===== config.mk =====
export PLATFORM = sky130hd
export DESIGN_NAME = pc_sequencer
export DESIGN_NICKNAME = d
export VERILOG_FILES = /design/src/rtl/pc_sequencer.sv
export SDC_FILE = /design/constraint.sdc
export NUM_CORES = 1
export LEC_CHECK = 0
export CAP_MARGIN = 10
export CORE_MARGIN = 8
export CORE_UTILIZATION = 47
export CTS_BUF_LIST = sky130_fd_sc_hd__clkbuf_2 sky130_fd_sc_hd__clkbuf_4 sky130_fd_sc_hd__clkbuf_8
export DETAILED_ROUTE_END_ITERATION = 8
export PLACE_DENSITY = 0.94
export RECOVER_POWER = 50
export SYNTH_ARGS = -nofsm -noshare
export SYNTH_HDL_FRONTEND = slang
export SYNTH_SLANG_ARGS = --single-unit
export TNS_END_PERCENT = 50

===== constraint.sdc =====
create_clock -name clk -period 1.75 [get_ports clk]
set_input_delay 0.2625 -clock clk [delete_from_list [all_inputs] [get_ports clk]]
set_output_delay 0.2625 -clock clk [all_outputs]
set_load 0.05 [all_outputs]

===== src/rtl/pc_sequencer.sv =====
// Multicycle fetch/execute/commit controller owning PC, EPC and the EXL bit.
// Redirects on exception, misaligned target, eret and interrupt in fixed priority order.
module pc_sequencer #(
  parameter logic [31:0] RESET_PC   = 32'h0000_0000,
  parameter logic [31:0] EXC_VECTOR = 32'h0040_0004
) (
  input  logic        clk,
  input  logic        rst_n,
  output logic        imem_req,
  output logic [31:0] imem_addr,
  input  logic        imem_ack,
  input  logic [31:0] imem_rdata,
  output logic [31:0] inst,
  output logic        inst_valid,
  input  logic        exec_done,
  input  logic [31:0] next_pc,
  input  logic        exception,
  input  logic        eret,
  input  logic        irq,
  output logic [31:0] pc,
  output logic [31:0] epc,
  output logic        exl,
  output logic        exc_taken,
  output logic [1:0]  cause
);

  typedef enum logic [1:0] {
    S_FETCH  = 2'd0,
    S_EXEC   = 2'd1,
    S_COMMIT = 2'd2
  } state_t;

  localparam logic [1:0] CAUSE_IRQ   = 2'd1;
  localparam logic [1:0] CAUSE_EXC   = 2'd2;
  localparam logic [1:0] CAUSE_ALIGN = 2'd3;

  state_t      state_q, state_d;
  logic [31:0] pc_q, epc_q, inst_q;
  logic        exl_q, exc_taken_q;
  logic [1:0]  cause_q;

  // Values captured from the datapath when it signals completion
  logic [31:0] npc_q;
  logic        exc_q, eret_q;

  logic [31:0] pc_d, epc_d;
  logic        exl_d, taken_d;
  logic [1:0]  cause_d;
  logic        misaligned;

  always_ff @(posedge clk or negedge rst_n) begin
    if (!rst_n) state_q <= S_FETCH;
    else        state_q <= state_d;
  end

  always_comb begin
    state_d = state_q;
    case (state_q)
      S_FETCH:  if (imem_ack)  state_d = S_EXEC;
      S_EXEC:   if (exec_done) state_d = S_COMMIT;
      S_COMMIT: state_d = S_FETCH;
      default:  state_d = S_FETCH;
    endcase
  end

  // Commit decision; exl_q is the pre-update level, so nested traps keep epc
  always_comb begin
    pc_d       = pc_q;
    epc_d      = epc_q;
    exl_d      = exl_q;
    cause_d    = cause_q;
    taken_d    = 1'b0;
    misaligned = (npc_q[1:0] != 2'b00);
    if (exc_q || misaligned) begin
      pc_d    = EXC_VECTOR;
      cause_d = exc_q ? CAUSE_EXC : CAUSE_ALIGN;
      taken_d = 1'b1;
      if (!exl_q) begin
        epc_d = pc_q;
        exl_d = 1'b1;
      end
    end else if (eret_q) begin
      pc_d  = epc_q;
      exl_d = 1'b0;
    end else if (irq && !exl_q) begin
      epc_d   = npc_q;
      pc_d    = EXC_VECTOR;
      exl_d   = 1'b1;
      cause_d = CAUSE_IRQ;
      taken_d = 1'b1;
    end else begin
      pc_d = npc_q;
    end
  end

  always_ff @(posedge clk or negedge rst_n) begin
    if (!rst_n) begin
      pc_q        <= RESET_PC;
      epc_q       <= 32'h0;
      exl_q       <= 1'b0;
      inst_q      <= 32'h0;
      exc_taken_q <= 1'b0;
      cause_q     <= 2'd0;
      npc_q       <= 32'h0;
      exc_q       <= 1'b0;
      eret_q      <= 1'b0;
    end else begin
      exc_taken_q <= 1'b0;
      case (state_q)
        S_FETCH: begin
          if (imem_ack) inst_q <= imem_rdata;
        end
        S_EXEC: begin
          if (exec_done) begin
            npc_q  <= next_pc;
            exc_q  <= exception;
            eret_q <= eret;
          end
        end
        S_COMMIT: begin
          pc_q        <= pc_d;
          epc_q       <= epc_d;
          exl_q       <= exl_d;
          cause_q     <= cause_d;
          exc_taken_q <= taken_d;
        end
        default: ;
      endcase
    end
  end

  assign imem_req   = (state_q == S_FETCH);
  assign inst_valid = (state_q == S_EXEC);
  assign imem_addr  = pc_q;
  assign inst       = inst_q;
  assign pc         = pc_q;
  assign epc        = epc_q;
  assign exl        = exl_q;
  assign exc_taken  = exc_taken_q;
  assign cause      = cause_q;

endmodule


Word level (Yosys, flattened, before mapping)
Index checks and enable logic that the tools add are counted.
{ "classes": {"reduce_logical": 13, "n_eq_ne": 6, "mux": 21} }
{ "op_table": {"columns": ["cell", "count"], "rows": [
  ["two-way mux 32 bit", 7],
  ["two-way mux 2 bit", 5],
  ["two-way mux 1 bit", 8],
  ["AND reduction 2 bit", 4],
  ["inequality test 2 x 1 -> 1 bit (second input constant)", 3],
  ["case mux 2 bit (2 select lines)", 1],
  ["AND reduction 4 bit", 1],
  ["nonzero test 2 bit", 2],
  ["AND reduction 3 bit", 1],
  ["nonzero test 3 bit", 1],
  ["== test 2 x 1 -> 1 bit (second input constant)", 1],
  ["== test 2 bit (second input constant)", 1],
  ["logical NOT 2 bit", 1],
  ["inequality test 2 bit (second input constant)", 1],
  ["logical AND 1 bit", 1],
  ["logical NOT 1 bit", 1],
  ["logical OR 1 bit", 1]
]} }
{ "totals": {"register_bits": 136, "inputBits": 71, "out_inout_bits": 134} }

Logic depth before layout (Yosys ltp)
Gate-level depths: netlist (run 1).
{ "logic_depth": {"ltp_word": 6, "ltp_mapped": 7} }

Worst setup path before layout (run 1)
OpenSTA, ideal clock, no wires.
{ "synth_timing": {"path_type": "reg2reg", "start": "register state_q[0]", "end": "register inst_q[11], in the netlist inst[11]", "setup_time_ps": 125, "t_required_ps": 1625, "path_stages_with_launch": 6, "slack_ps": -349, "t_arrival_ps": 1974, "n_path_buf": 2, "cell_sequence": "dfrtp_1 > nor2_1 > and2_1 > buf_2 > buf_2 > mux2_2"} }
{ "synth_via": {"elab_chain_len": 2} }
{ "synth_rtl": {"columns": ["element", "line_no", "text"], "rows": [
  ["start: declaration", "37", "state_t state_q, state_d;"],
  ["start signal: assignment", "53", "else state_q <= state_d;"],
  ["logical NOT 2 bit", null, null],
  ["named net imem_req", "9", "output logic imem_req,"],
  ["AND reduction 2 bit (no source line)", null, null],
  ["end signal: assignment", "111", "if (imem_ack) inst_q <= imem_rdata;"],
  ["end: declaration", "38", "logic [31:0] pc_q, epc_q, inst_q;"]
]} }
The timed path passes the listed nets, and every way through them passes these cells.
A chain may end at the register's enable or synchronous reset.

Worst setup path in the final report (run 1)
{ "layout_timing": {"start": "register npc_q[1]", "end": "register pc_q[23], in the netlist imem_addr[23]"} }
{ "layout_via": {"elab_chain_len": 3} }
{ "layout_rtl": {"columns": ["element", "line_no", "text"], "rows": [
  ["start: declaration", "43", "logic [31:0] npc_q;"],
  ["start signal: assignment", "115", "npc_q <= next_pc;"],
  ["nonzero test 2 bit", "73", "misaligned = (npc_q[1:0] != 2'b00);"],
  ["logical OR 1 bit", "74", "if (exc_q || misaligned) begin"],
  ["two-way mux 32 bit", "74", null],
  ["end signal: assignment", "121", "pc_q <= pc_d;"],
  ["end: declaration", "38", null]
]} }
No other way between the ends.

==> results of run 1 <==
## through the flow
stage	setup TNS [ns]	std cells	util (%)	hold slack (ns)	area [um^2]
2_1_floorplan	-1.642	478	-	-0.03309	5858
3_3_place_gp	0	809	63.49	0.3081	7657
3_5_place_dp	0	809	63.49	0.3181	7657
4_1_cts	0	842	67.21	0.3982	8107
5_1_grt	0	842	65.28	0.4055	7874
6_report	0	842	65.28	0.4292	7874
## placed cells by master, fill, tap and decap left out, types with 3 or more instances in the layout
master,instances
sky130_fd_sc_hd__a21oi_2,30
sky130_fd_sc_hd__a32oi_1,28
sky130_fd_sc_hd__clkbuf_8,26
sky130_fd_sc_hd__buf_12,9
sky130_fd_sc_hd__mux2_1,18
sky130_fd_sc_hd__clkbuf_1,32
sky130_fd_sc_hd__clkdlybuf4s50_1,69
sky130_fd_sc_hd__a22o_1,4
sky130_fd_sc_hd__clkbuf_2,34
sky130_fd_sc_hd__nor2_1,4
sky130_fd_sc_hd__buf_4,80
sky130_fd_sc_hd__mux2_2,48
sky130_fd_sc_hd__o22ai_1,30
sky130_fd_sc_hd__nand2_1,60
sky130_fd_sc_hd__inv_1,34
sky130_fd_sc_hd__clkinv_2,3
sky130_fd_sc_hd__o21ai_0,4
sky130_fd_sc_hd__dfrtp_1,136
## final timing paths
path                                       from                   endpoint  slack, ns  depth (start not counted)
setup reg to reg           npc_q[1]$_DFFE_PN0P_  imem_addr[23]$_DFFE_PN0P_       0.09                          5
setup / recovery           npc_q[1]$_DFFE_PN0P_  imem_addr[23]$_DFFE_PN0P_       0.09                          5
min in group asynchronous                 rst_n       inst[20]$_DFFE_PN0P_       0.64                          3
max in group asynchronous                 rst_n      npc_q[26]$_DFFE_PN0P_       0.45                          3
hold reg to reg            inst[26]$_DFFE_PN0P_       inst[26]$_DFFE_PN0P_       0.49                          1
hold / removal                   imem_rdata[10]       inst[10]$_DFFE_PN0P_       0.43                          2
## flip-flops by register name (all words and copies together) (netlist names)
name	cells
epc	32
state_q	2
eret_q	1
exc_q	1
npc_q	32
exl	1
imem_addr	32
cause	2
exc_taken	1
inst	32
## where the power goes
group	switching, mW	internal (mW)	leakage, nW
clock network	1.14	1.61	0.227
registers	1.24	4.53	1.69
logic	6.43	2.48	1.78
## logic make-up after synthesis
kind of cell           count (synthesis)
AO/OA/AOI/OAI                        101
AND/OR/NAND/NOR                       77
flip-flops                           136
multiplexers                          66
buffers and inverters                 98
## layer usage
layer | GRT usage [%] | share of wire, % | vias to the layer above
met4 | 9.650 | 2.3 | 0
met3 | 6.198 | 7.3 | 35
met5 | 0 | 0 | -
met2 | 35.16 | 51 | 250
li1 | - | - | 2004
met1 | 21.86 | 40 | 2235
## worst reg2reg max path: stages, from the launching register on
cell and delay, ns:
sky130_fd_sc_hd__dfrtp_1 0.41, sky130_fd_sc_hd__or3_4 0.43, sky130_fd_sc_hd__a211oi_4 0.29, sky130_fd_sc_hd__buf_4 0.24, sky130_fd_sc_hd__a32oi_1 0.12, sky130_fd_sc_hd__nand2_1 0.09
## cell type report
class                      count  area share (%)
inverter                      34           1.621
clock inverter                 6           1.049
tap                          168           2.670
timing repair buffer         228           22.80
sequential                   136           43.22
multi-input combinational    244           24.09
clock buffer                  26           4.545
## what timing repair did
action                                  CTS  global route
endpoints found under the hold margin   136             0
endpoints found under the setup margin    1             0
resized for setup                         1             0
hold buffers                              1             0
==> metrics, run 1 <==
run status=completed; kind of launch point of the worst setup path=flip-flop; number of global-route vias before repair=4,993; clock buffers created by TritonCTS=17; final wirelength=16,370 um; Crit-path slowest cell=sky130_fd_sc_hd__or3_4; sequential cell area=3403 um^2; Setup crit end kind=flip-flop; dpl hpwl=11,930 um; power density cells=2213 nW/um^2; Crit path buffers/inverters=1; level count of the clock H-tree=4; most frequent cell after synthesis=sky130_fd_sc_hd__dfrtp_1; skew final=0.01335 ns; clock root buffer=sky130_fd_sc_hd__clkbuf_8; final-report setup violation count=0; clock latency of the later-clocked register in the worst-skew pair=0.44 ns; number of antenna cells inserted=0; Rel. slew slack=35.25%; main area contributors after synthesis=sky130_fd_sc_hd__dfrtp_1 (58%), sky130_fd_sc_hd__mux2_2 (9.2%), sky130_fd_sc_hd__a21oi_2 (4.5%); multi-input gate area in the final layout=1897 um^2; post-synthesis mux area share=12.70%; number of hold violations in the final report=0; synthesis-to-finish area growth=34.58%; RSZ-0062 raised after global routing=false; synth unique cells=31; initial drt markers=241; share of layout cells above drive strength 1=36.05%; Die Outline Area=16,270 um^2; pin count of the biggest net entering global routing=72; post-synthesis cell type with the largest combined area=sky130_fd_sc_hd__dfrtp_1; Avg WL per Cell=19.45 um; fmax=602.8 MHz; placeable core region=12,060 um^2; critical path data arrival time=2.02 ns; Chip Width=127.6 um; Simple-Gate Fraction of Synth Area=5.753%; Synth Cell Area=5851 um^2; antenna violations before repair=0; TritonCTS clock tree=built; share of synthesized cell area in full adder, half adder and majority cells=0%; share of async-settable or async-resettable flops after synthesis=100.0%; kind of cell with the highest combined delay on the critical path=simple AND/OR/NAND/NOR gates; Post-CTS Setup Bufs=0; drc violations=0; critical path cell sequence=or3_4 -> a211oi_4 -> buf_4 -> a32oi_1 -> nand2_1; required time worst endpoint=2.12 ns; mean area per synthesized cell=12.24 um^2; number of placement rows=40; parity-gate share of the synthesized area counting xor and xnor cells=0%; sequential cell area fraction in the yosys report=58.17%; main combinational cell family by area after synthesis=compound AO/OA/AOI/OAI gates; IO Port Bufs=204; final weighted congestion in routability-driven placement=0.8197; class of the most critical hold timing path=input pin to flip-flop; Critical Path Max Stage Delay=0.43 ns; Worst Max-Slew Pin Slew=0.9713 ns; smallest setup slack after layout=0.09121 ns; wire length of the first global-routing pass=25,980 um; CP max FO=10; number of nets in the layout=732; synthesized instance count=478; effective utilization at floorplan=48.51%; post-route clock period utilization=94.79%; worst slack after detailed placement=0.01333 ns; number of register bits inferred by synthesis=136; number of optimization iterations in the first detailed-route pass=5; number of vias after detailed routing=4,524; clock transition at the registers of the reported paths=0.08 ns; number of nets produced by synthesis=549; global routing usage summed across all routing layers=20.13%; total number of clock tree sinks=136; worst-case clock buffer depth=2; vias per cell=5.373; minimum clock period=1.659 ns; total of max-cap violations=0; class of the most critical setup path=flip-flop to flip-flop; Pleak=3.696 nW; area fraction of the dominant cell type after synthesis=58.17%; worst voltage drop across the vdd grid=1.350 mV; post-detailed-route count of antenna-violating nets=0; total power draw=17.43 mW; post-synthesis compound-gate area fraction=13.69%; Die Span Y=127.6 um; count of pins on the block boundary=205; yosys warns=0; total congestion overflow=0; predominant post-synthesis flop cell=sky130_fd_sc_hd__dfrtp_1; # fillers=910; synth cell count leaders=sky130_fd_sc_hd__dfrtp_1 (136), sky130_fd_sc_hd__nand2_1 (60), sky130_fd_sc_hd__mux2_2 (48), sky130_fd_sc_hd__buf_4 (34), sky130_fd_sc_hd__inv_1 (34); Max Transition Viols Final=0; number of flops mapped to enable cells by yosys=0
Power figures use the tool's default switching activity.
==> run 2: changes to the inputs <==
--- a/config.mk
+++ b/config.mk
@@ -5,11 +5,13 @@
 export SDC_FILE = /design/constraint.sdc
 export NUM_CORES = 1
 export LEC_CHECK = 0
+export ABC_AREA = 1
 export CAP_MARGIN = 10
 export CORE_MARGIN = 8
-export CORE_UTILIZATION = 47
+export CORE_UTILIZATION = 48
 export CTS_BUF_LIST = sky130_fd_sc_hd__clkbuf_2 sky130_fd_sc_hd__clkbuf_4 sky130_fd_sc_hd__clkbuf_8
 export DETAILED_ROUTE_END_ITERATION = 8
+export GPL_TIMING_DRIVEN = 0
 export PLACE_DENSITY = 0.94
 export RECOVER_POWER = 50
 export SYNTH_ARGS = -nofsm -noshare
==> run 2 against run 1 <==
Count of clock-buffer cells in the layout fell by 2. Critical path depth fell by 4. Area after synthesis rose by 9.8%. Maximum frequency fell by 2.8%. Non-clock buffer count rose by 64. Highest routed layer unchanged.
==> metrics, run 2 <==
Die Outline Area=17,340 um^2 (was 16,270 um^2); critical path data arrival time=1.44 ns (was 2.02 ns); Chip Width=131.7 um (was 127.6 um); area fraction of the dominant cell type after synthesis=52.97% (was 58.17%); placeable core region=13,140 um^2 (was 12,060 um^2); final-report setup violation count=0 (unchanged); CP max FO=4 (was 10); total power draw=20.32 mW (was 17.43 mW); class of the most critical setup path=flip-flop to output port (was flip-flop to flip-flop); Rel. slew slack=42.53% (was 35.25%); synth cell count leaders=sky130_fd_sc_hd__nand2_1 (420), sky130_fd_sc_hd__nand3_1 (154), sky130_fd_sc_hd__dfrtp_1 (136), sky130_fd_sc_hd__buf_4 (39), sky130_fd_sc_hd__clkbuf_1 (23) (was sky130_fd_sc_hd__dfrtp_1 (136), sky130_fd_sc_hd__nand2_1 (60), sky130_fd_sc_hd__mux2_2 (48), sky130_fd_sc_hd__buf_4 (34), sky130_fd_sc_hd__inv_1 (34)); initial drt markers=630 (was 241); main area contributors after synthesis=sky130_fd_sc_hd__dfrtp_1 (53%), sky130_fd_sc_hd__nand2_1 (25%), sky130_fd_sc_hd__nand3_1 (12%) (was sky130_fd_sc_hd__dfrtp_1 (58%), sky130_fd_sc_hd__mux2_2 (9.2%), sky130_fd_sc_hd__a21oi_2 (4.5%)); clock buffers created by TritonCTS=17 (unchanged); kind of cell with the highest combined delay on the critical path=buffers and inverters (was simple AND/OR/NAND/NOR gates); number of register bits inferred by synthesis=136 (unchanged); number of nets in the layout=1,124 (was 732); Simple-Gate Fraction of Synth Area=37.51% (was 5.753%); Die Span Y=131.7 um (was 127.6 um); total congestion overflow=0 (unchanged); Avg WL per Cell=16.67 um (was 19.45 um); Crit path buffers/inverters=1 (unchanged); power density cells=2275 nW/um^2 (was 2213 nW/um^2); synthesis-to-finish area growth=39.05% (was 34.58%); number of vias after detailed routing=6,522 (was 4,524); post-synthesis compound-gate area fraction=0.8179% (was 13.69%); Worst Max-Slew Pin Slew=0.8621 ns (was 0.9713 ns); Crit-path slowest cell=sky130_fd_sc_hd__dlygate4sd2_1 (was sky130_fd_sc_hd__or3_4); number of flops mapped to enable cells by yosys=0 (unchanged); Synth Cell Area=6425 um^2 (was 5851 um^2); number of optimization iterations in the first detailed-route pass=6 (was 5); number of nets produced by synthesis=898 (was 549); synthesized instance count=827 (was 478); share of layout cells above drive strength 1=13.13% (was 36.05%); required time worst endpoint=1.49 ns (was 2.12 ns); antenna violations before repair=0 (unchanged); share of synthesized cell area in full adder, half adder and majority cells=0% (unchanged); Critical Path Max Stage Delay=0.56 ns (was 0.43 ns); post-synthesis cell type with the largest combined area=sky130_fd_sc_hd__dfrtp_1 (unchanged); class of the most critical hold timing path=input pin to flip-flop (unchanged); total number of clock tree sinks=136 (unchanged); Pleak=5.045 nW (was 3.696 nW); most frequent cells in the layout=sky130_fd_sc_hd__nand2_1 (421), sky130_fd_sc_hd__nand3_1 (154), sky130_fd_sc_hd__dfrtp_1 (134), sky130_fd_sc_hd__dlygate4sd2_1 (95), sky130_fd_sc_hd__clkdlybuf4s50_1 (68) (was sky130_fd_sc_hd__dfrtp_1 (136), sky130_fd_sc_hd__buf_4 (80), sky130_fd_sc_hd__clkdlybuf4s50_1 (69), sky130_fd_sc_hd__nand2_1 (60), sky130_fd_sc_hd__mux2_2 (48)); vias per cell=5.251 (was 5.373); Setup crit end kind=output port (was flip-flop); clock transition at the registers of the reported paths=0.07 ns (was 0.08 ns); yosys warns=0 (unchanged); sequential cell area fraction in the yosys report=52.97% (was 58.17%); Max Transition Viols Final=0 (unchanged); # fillers=1,078 (was 910); number of hold violations in the final report=0 (unchanged); worst voltage drop across the vdd grid=1.349 mV (was 1.350 mV); most common cell after layout, fill and taps aside=sky130_fd_sc_hd__nand2_1 (was sky130_fd_sc_hd__dfrtp_1); main combinational cell family by area after synthesis=simple AND/OR/NAND/NOR gates (was compound AO/OA/AOI/OAI gates); level count of the clock H-tree=4 (unchanged); worst-case clock buffer depth=2 (unchanged); TritonCTS clock tree=built (unchanged); post-synthesis mux area share=0% (was 12.70%); predominant post-synthesis flop cell=sky130_fd_sc_hd__dfrtp_1 (unchanged); final wirelength=20,700 um (was 16,370 um); run status=completed (unchanged); drc violations=0 (unchanged); effective utilization at floorplan=48.90% (was 48.51%); Total Neg Setup Slack=0 ns (unchanged); parity-gate share of the synthesized area counting xor and xnor cells=0% (unchanged); pin count of the biggest net entering global routing=104 (was 72); number of antenna cells inserted=0 (unchanged); mean area per synthesized cell=7.769 um^2 (was 12.24 um^2); RSZ-0062 raised after global routing=false (unchanged); final weighted congestion in routability-driven placement=0.8851 (was 0.8197); fmax=585.8 MHz (was 602.8 MHz); IO Port Bufs=203 (was 204); clock latency of the later-clocked register in the worst-skew pair=0.45 ns (was 0.44 ns); post-detailed-route count of antenna-violating nets=0 (unchanged); dpl hpwl=14,940 um (was 11,930 um); number of placement rows=42 (was 40); count of pins on the block boundary=205 (unchanged); post-route clock period utilization=97.54% (was 94.79%); critical path cell sequence=dlygate4sd2_1 (was or3_4 -> a211oi_4 -> buf_4 -> a32oi_1 -> nand2_1); share of async-settable or async-resettable flops after synthesis=100.0% (unchanged); synth unique cells=17 (was 31); total of max-cap violations=0 (unchanged); kind of launch point of the worst setup path=flip-flop (unchanged); global routing usage summed across all routing layers=24.45% (was 20.13%); minimum clock period=1.707 ns (was 1.659 ns); most frequent cell after synthesis=sky130_fd_sc_hd__nand2_1 (was sky130_fd_sc_hd__dfrtp_1); number of global-route vias before repair=6,498 (was 4,993); clock root buffer=sky130_fd_sc_hd__clkbuf_8 (unchanged); skew final=0.009279 ns (was 0.01335 ns); wire length of the first global-routing pass=34,250 um (was 25,980 um)
-- run 2: cell count changes in the layout (fill, tap and decap cells not counted), sizes merged, moves of 30 or more --
| cell | previous run | this run |
|---|---|---|
| nand3 | 2 | 155 |
| a21oi | 31 | 0 |
| nand2 | 60 | 421 |
| clkbuf | 94 | 63 |
| o22ai | 30 | 0 |
| mux2 | 66 | 0 |
| dlygate4sd2 | 1 | 95 |
-- run 2: power by group --
group,internal [mW],switching [mW]
combinational,3.26,8.67
sequential,4.58,1.33
clock,1.29,1.20
total,9.12,11.2
-- run 2: per-stage QoR --
step                      std cells  util, %  cell area, um^2  setup WS [ns]  hold slack, ns
final                          1242    68.00             8934        0.04302          0.1580
after global routing           1242    68.00             8934      0.0009456          0.1866
after CTS                      1240    68.44             8991        -0.1715          0.1325
after detailed placement       1207    66.27             8706        -0.3524          0.1712
after global placement         1206    66.05             8677         -4.873          0.4528
after floorplan                 827        -             6425         0.1333        -0.03309
-- run 2: logic make-up after synthesis --
| group | after synthesis |
|---|---|
| simple gates | 582 |
| buf+inv | 99 |
| compound gates | 10 |
| flops | 136 |
-- run 2: final cells by class --
cell class	instances	area [um^2]	share of cell area (%)
sequential	136	3406	38.12
tap	176	220.2	2.465
clock buffer	24	305.3	3.417
timing repair buffer	207	1926	21.55
buffer	85	490.5	5.490
clock inverter	8	71.32	0.7983
inverter	14	52.55	0.5882
multi-input combinational	592	2462	27.56
-- run 2: what timing repair did --
action / CTS / global route
setup endpoints to repair: 134 / 18
hold endpoints to repair: 33 / 0
hold buffers: 1 / 0
gates resized for setup: 197 / 22
setup buffers: 0 / 2
pin swaps: 0 / 1
-- run 2: layer usage --
| metal | share of wire, % | global-route usage, % | vias up |
|---|---|---|---|
| met3 | 12 | 9.413 | 64 |
| li1 | - | - | 3035 |
| met4 | 3.2 | 11.74 | 0 |
| met1 | 37 | 28.13 | 3002 |
| met2 | 48 | 39.41 | 421 |
| met5 | 0 | 0 | - |
-- run 2: path summary, 6_finish.rpt --
kind | from | endpoint | slack (ns) | depth (start not counted)
worst max-delay path | imem_addr[22]$_DFFE_PN0P_ | imem_addr[22] | 0.04 | 1
worst min-delay path | imem_ack | inst[0]$_DFFE_PN0P_ | 0.16 | 3
worst max register to register | eret_q$_DFFE_PN0P_ | imem_addr[11]$_DFFE_PN0P_ | 0.15 | 6
worst min register to register | inst[17]$_DFFE_PN0P_ | inst[17]$_DFFE_PN0P_ | 0.46 | 2
max in group asynchronous | rst_n | npc_q[31]$_DFFE_PN0P_ | 0.26 | 3
min in group asynchronous | rst_n | inst[19]$_DFFE_PN0P_ | 0.46 | 2
==> run 3: changes to the inputs <==
--- a/config.mk
+++ b/config.mk
@@ -6,6 +6,7 @@
 export NUM_CORES = 1
 export LEC_CHECK = 0
 export ABC_AREA = 1
+export ABC_CLOCK_PERIOD_IN_PS = 1750
 export CAP_MARGIN = 10
 export CORE_MARGIN = 8
 export CORE_UTILIZATION = 48
@@ -13,7 +14,7 @@
 export DETAILED_ROUTE_END_ITERATION = 8
 export GPL_TIMING_DRIVEN = 0
 export PLACE_DENSITY = 0.94
-export RECOVER_POWER = 50
+export RECOVER_POWER = 100
 export SYNTH_ARGS = -nofsm -noshare
 export SYNTH_HDL_FRONTEND = slang
 export SYNTH_SLANG_ARGS = --single-unit
==> run 3 against run 2 <==
Critical path depth unchanged. Sequential share of layout area up 0.070 points. Non-clock buffer count unchanged. Critical path type unchanged. Largest cell class unchanged. Highest routed layer unchanged.
==> metrics, run 3 (synthesis results as in run 2) <==
number of hold violations in the final report=0 (unchanged); Die Span Y=131.7 um (unchanged); antenna violations before repair=0 (unchanged); number of nets in the layout=1,124 (unchanged); level count of the clock H-tree=4 (unchanged); IO Port Bufs=203 (unchanged); clock transition at the registers of the reported paths=0.07 ns (about the same); number of global-route vias before repair=6,498 (unchanged); pin count of the biggest net entering global routing=104 (unchanged); number of vias after detailed routing=6,520 (was 6,522); worst voltage drop across the vdd grid=1.349 mV (about the same); minimum clock period=1.699 ns (was 1.707 ns); total power draw=20.25 mW (was 20.32 mW); most common cell after layout, fill and taps aside=sky130_fd_sc_hd__nand2_1 (unchanged); skew final=0.007962 ns (was 0.009279 ns); share of layout cells above drive strength 1=13.04% (was 13.13%); total congestion overflow=0 (unchanged); sequential cell area=3406 um^2 (unchanged); dpl hpwl=14,940 um (unchanged); multi-input gate area in the final layout=2462 um^2 (unchanged); Chip Width=131.7 um (unchanged); TritonCTS clock tree=built (unchanged); met3 routing resource usage after global routing=9.413% (unchanged); Crit path buffers/inverters=1 (unchanged); clock latency of the later-clocked register in the worst-skew pair=0.45 ns (about the same); CP max FO=4 (unchanged); wire length of the first global-routing pass=34,250 um (unchanged); most frequent cells in the layout=sky130_fd_sc_hd__nand2_1 (421), sky130_fd_sc_hd__nand3_1 (154), sky130_fd_sc_hd__dfrtp_1 (134), sky130_fd_sc_hd__dlygate4sd2_1 (95), sky130_fd_sc_hd__clkdlybuf4s50_1 (68) (unchanged); power density cells=2271 nW/um^2 (was 2275 nW/um^2); clock root buffer=sky130_fd_sc_hd__clkbuf_8 (unchanged); RSZ-0062 raised after global routing=false (unchanged); global routing usage summed across all routing layers=24.45% (unchanged); clock buffers created by TritonCTS=17 (unchanged); number of optimization iterations in the first detailed-route pass=6 (unchanged); placed cell count=1,207 (unchanged); class of the most critical setup path=flip-flop to output port (unchanged); run status=completed (unchanged); post-route clock period utilization=97.11% (was 97.54%); post-detailed-route count of antenna-violating nets=0 (unchanged); initial drt markers=668 (was 630); most congested layer reported by global routing=met2 (unchanged); vias per cell=5.250 (was 5.251); placeable core region=13,140 um^2 (unchanged); fmax=588.5 MHz (was 585.8 MHz); kind of launch point of the worst setup path=flip-flop (unchanged); Rel. slew slack=42.45% (was 42.53%); class of the most critical hold timing path=input pin to flip-flop (unchanged); total of max-cap violations=0 (unchanged); # fillers=1,082 (was 1,078); Max Transition Viols Final=0 (unchanged); synthesis-to-finish area growth=38.79% (was 39.05%); number of antenna cells inserted=0 (unchanged); worst-case clock buffer depth=2 (unchanged); final weighted congestion in routability-driven placement=0.8851 (unchanged); Avg WL per Cell=16.64 um (was 16.67 um); number of placement rows=42 (unchanged); kind of cell with the highest combined delay on the critical path=buffers and inverters (unchanged); Setup crit end kind=output port (unchanged); effective utilization at floorplan=48.90% (unchanged); required time worst endpoint=1.49 ns (about the same); drc violations=0 (unchanged); Pleak=5.024 nW (was 5.045 nW); critical path cell sequence=dlygate4sd2_1 (unchanged); Crit-path slowest cell=sky130_fd_sc_hd__dlygate4sd2_1 (unchanged); met1 layer usage reported by global route=28.13% (unchanged); Worst Max-Slew Pin Slew=0.8632 ns (was 0.8621 ns); total number of clock tree sinks=136 (unchanged); final wirelength=20,670 um (was 20,700 um); Die Outline Area=17,340 um^2 (unchanged); count of pins on the block boundary=205 (unchanged); critical path data arrival time=1.44 ns (about the same); final-report setup violation count=0 (unchanged); GR Layer Usage met2=39.41% (unchanged); fin cells=1,242 (unchanged); Critical Path Max Stage Delay=0.56 ns (about the same)
-- run 3: cell types whose count changed in the layout (fill, tap and decap cells not counted), sizes merged --
cell / delta
buf: -36
clkbuf: +36
-- run 3: metrics by stage --
step | setup WS [ns] | area, um^2 | setup TNS, ns | hold WS, ns | utilization, %
finish | 0.05066 | 8917 | 0 | 0.1576 | 67.88
global placement | -4.873 | 8677 | -661.99 | 0.4528 | 66.05
floorplan | 0.1333 | 6425 | 0 | -0.03309 | -
detailed placement | -0.3524 | 8706 | -0.3587 | 0.1712 | 66.27
CTS | -0.1715 | 8991 | -0.1715 | 0.1325 | 68.44
global route | 0.0009456 | 8917 | 0 | 0.1876 | 67.88
-- run 3: final timing paths --
check                                          startpoint                    to  slack (ns)  cells after the start
max in group asynchronous                           rst_n   epc[27]$_DFFE_PN0P_        0.26                      3
min in group asynchronous                           rst_n  inst[19]$_DFFE_PN0P_        0.45                      2
worst min-delay path                             imem_ack   inst[0]$_DFFE_PN0P_        0.16                      3
worst max register to register       npc_q[0]$_DFFE_PN0P_   epc[15]$_DFFE_PN0P_        0.15                      8
worst max-delay path            imem_addr[22]$_DFFE_PN0P_         imem_addr[22]        0.05                      1
worst min register to register       inst[26]$_DFFE_PN0P_  inst[26]$_DFFE_PN0P_        0.47                      2
-- run 3: cell type report --
class | instances | share of cell area, %
plain buffers | 85 | 5.472
clock buffers | 24 | 3.424
clock inverters | 8 | 0.7998
inverters | 14 | 0.5893
multi-input cells | 592 | 27.61
flip-flops and latches | 136 | 38.19
well taps | 176 | 2.469
repair buffers | 207 | 21.44
-- run 3: routing by layer --
layer / part of all wire (%) / up-vias
li1: - / 3033
met1: 37 / 3030
met2: 48 / 403
met3: 12 / 54
met4: 2.9 / 0
met5: 0 / -
-- run 3: timing repair --
action,in CTS,in global routing
gates cloned,0,0
hold endpoints to repair,33,0
pin swaps,0,1
setup endpoints to repair,134,18
buffers inserted,0,2
gates resized for setup,197,22
hold buffers,1,0
-- run 3: power by group --
| group | total, mW | internal, mW | leakage (nW) | switching, mW |
|---|---|---|---|---|
| Clock | 2.49 | 1.29 | 0.200 | 1.20 |
| Sequential | 5.90 | 4.58 | 1.74 | 1.32 |
| Combinational | 11.9 | 3.19 | 3.08 | 8.67 |
| Total | 20.3 | 9.06 | 5.02 | 11.2 |
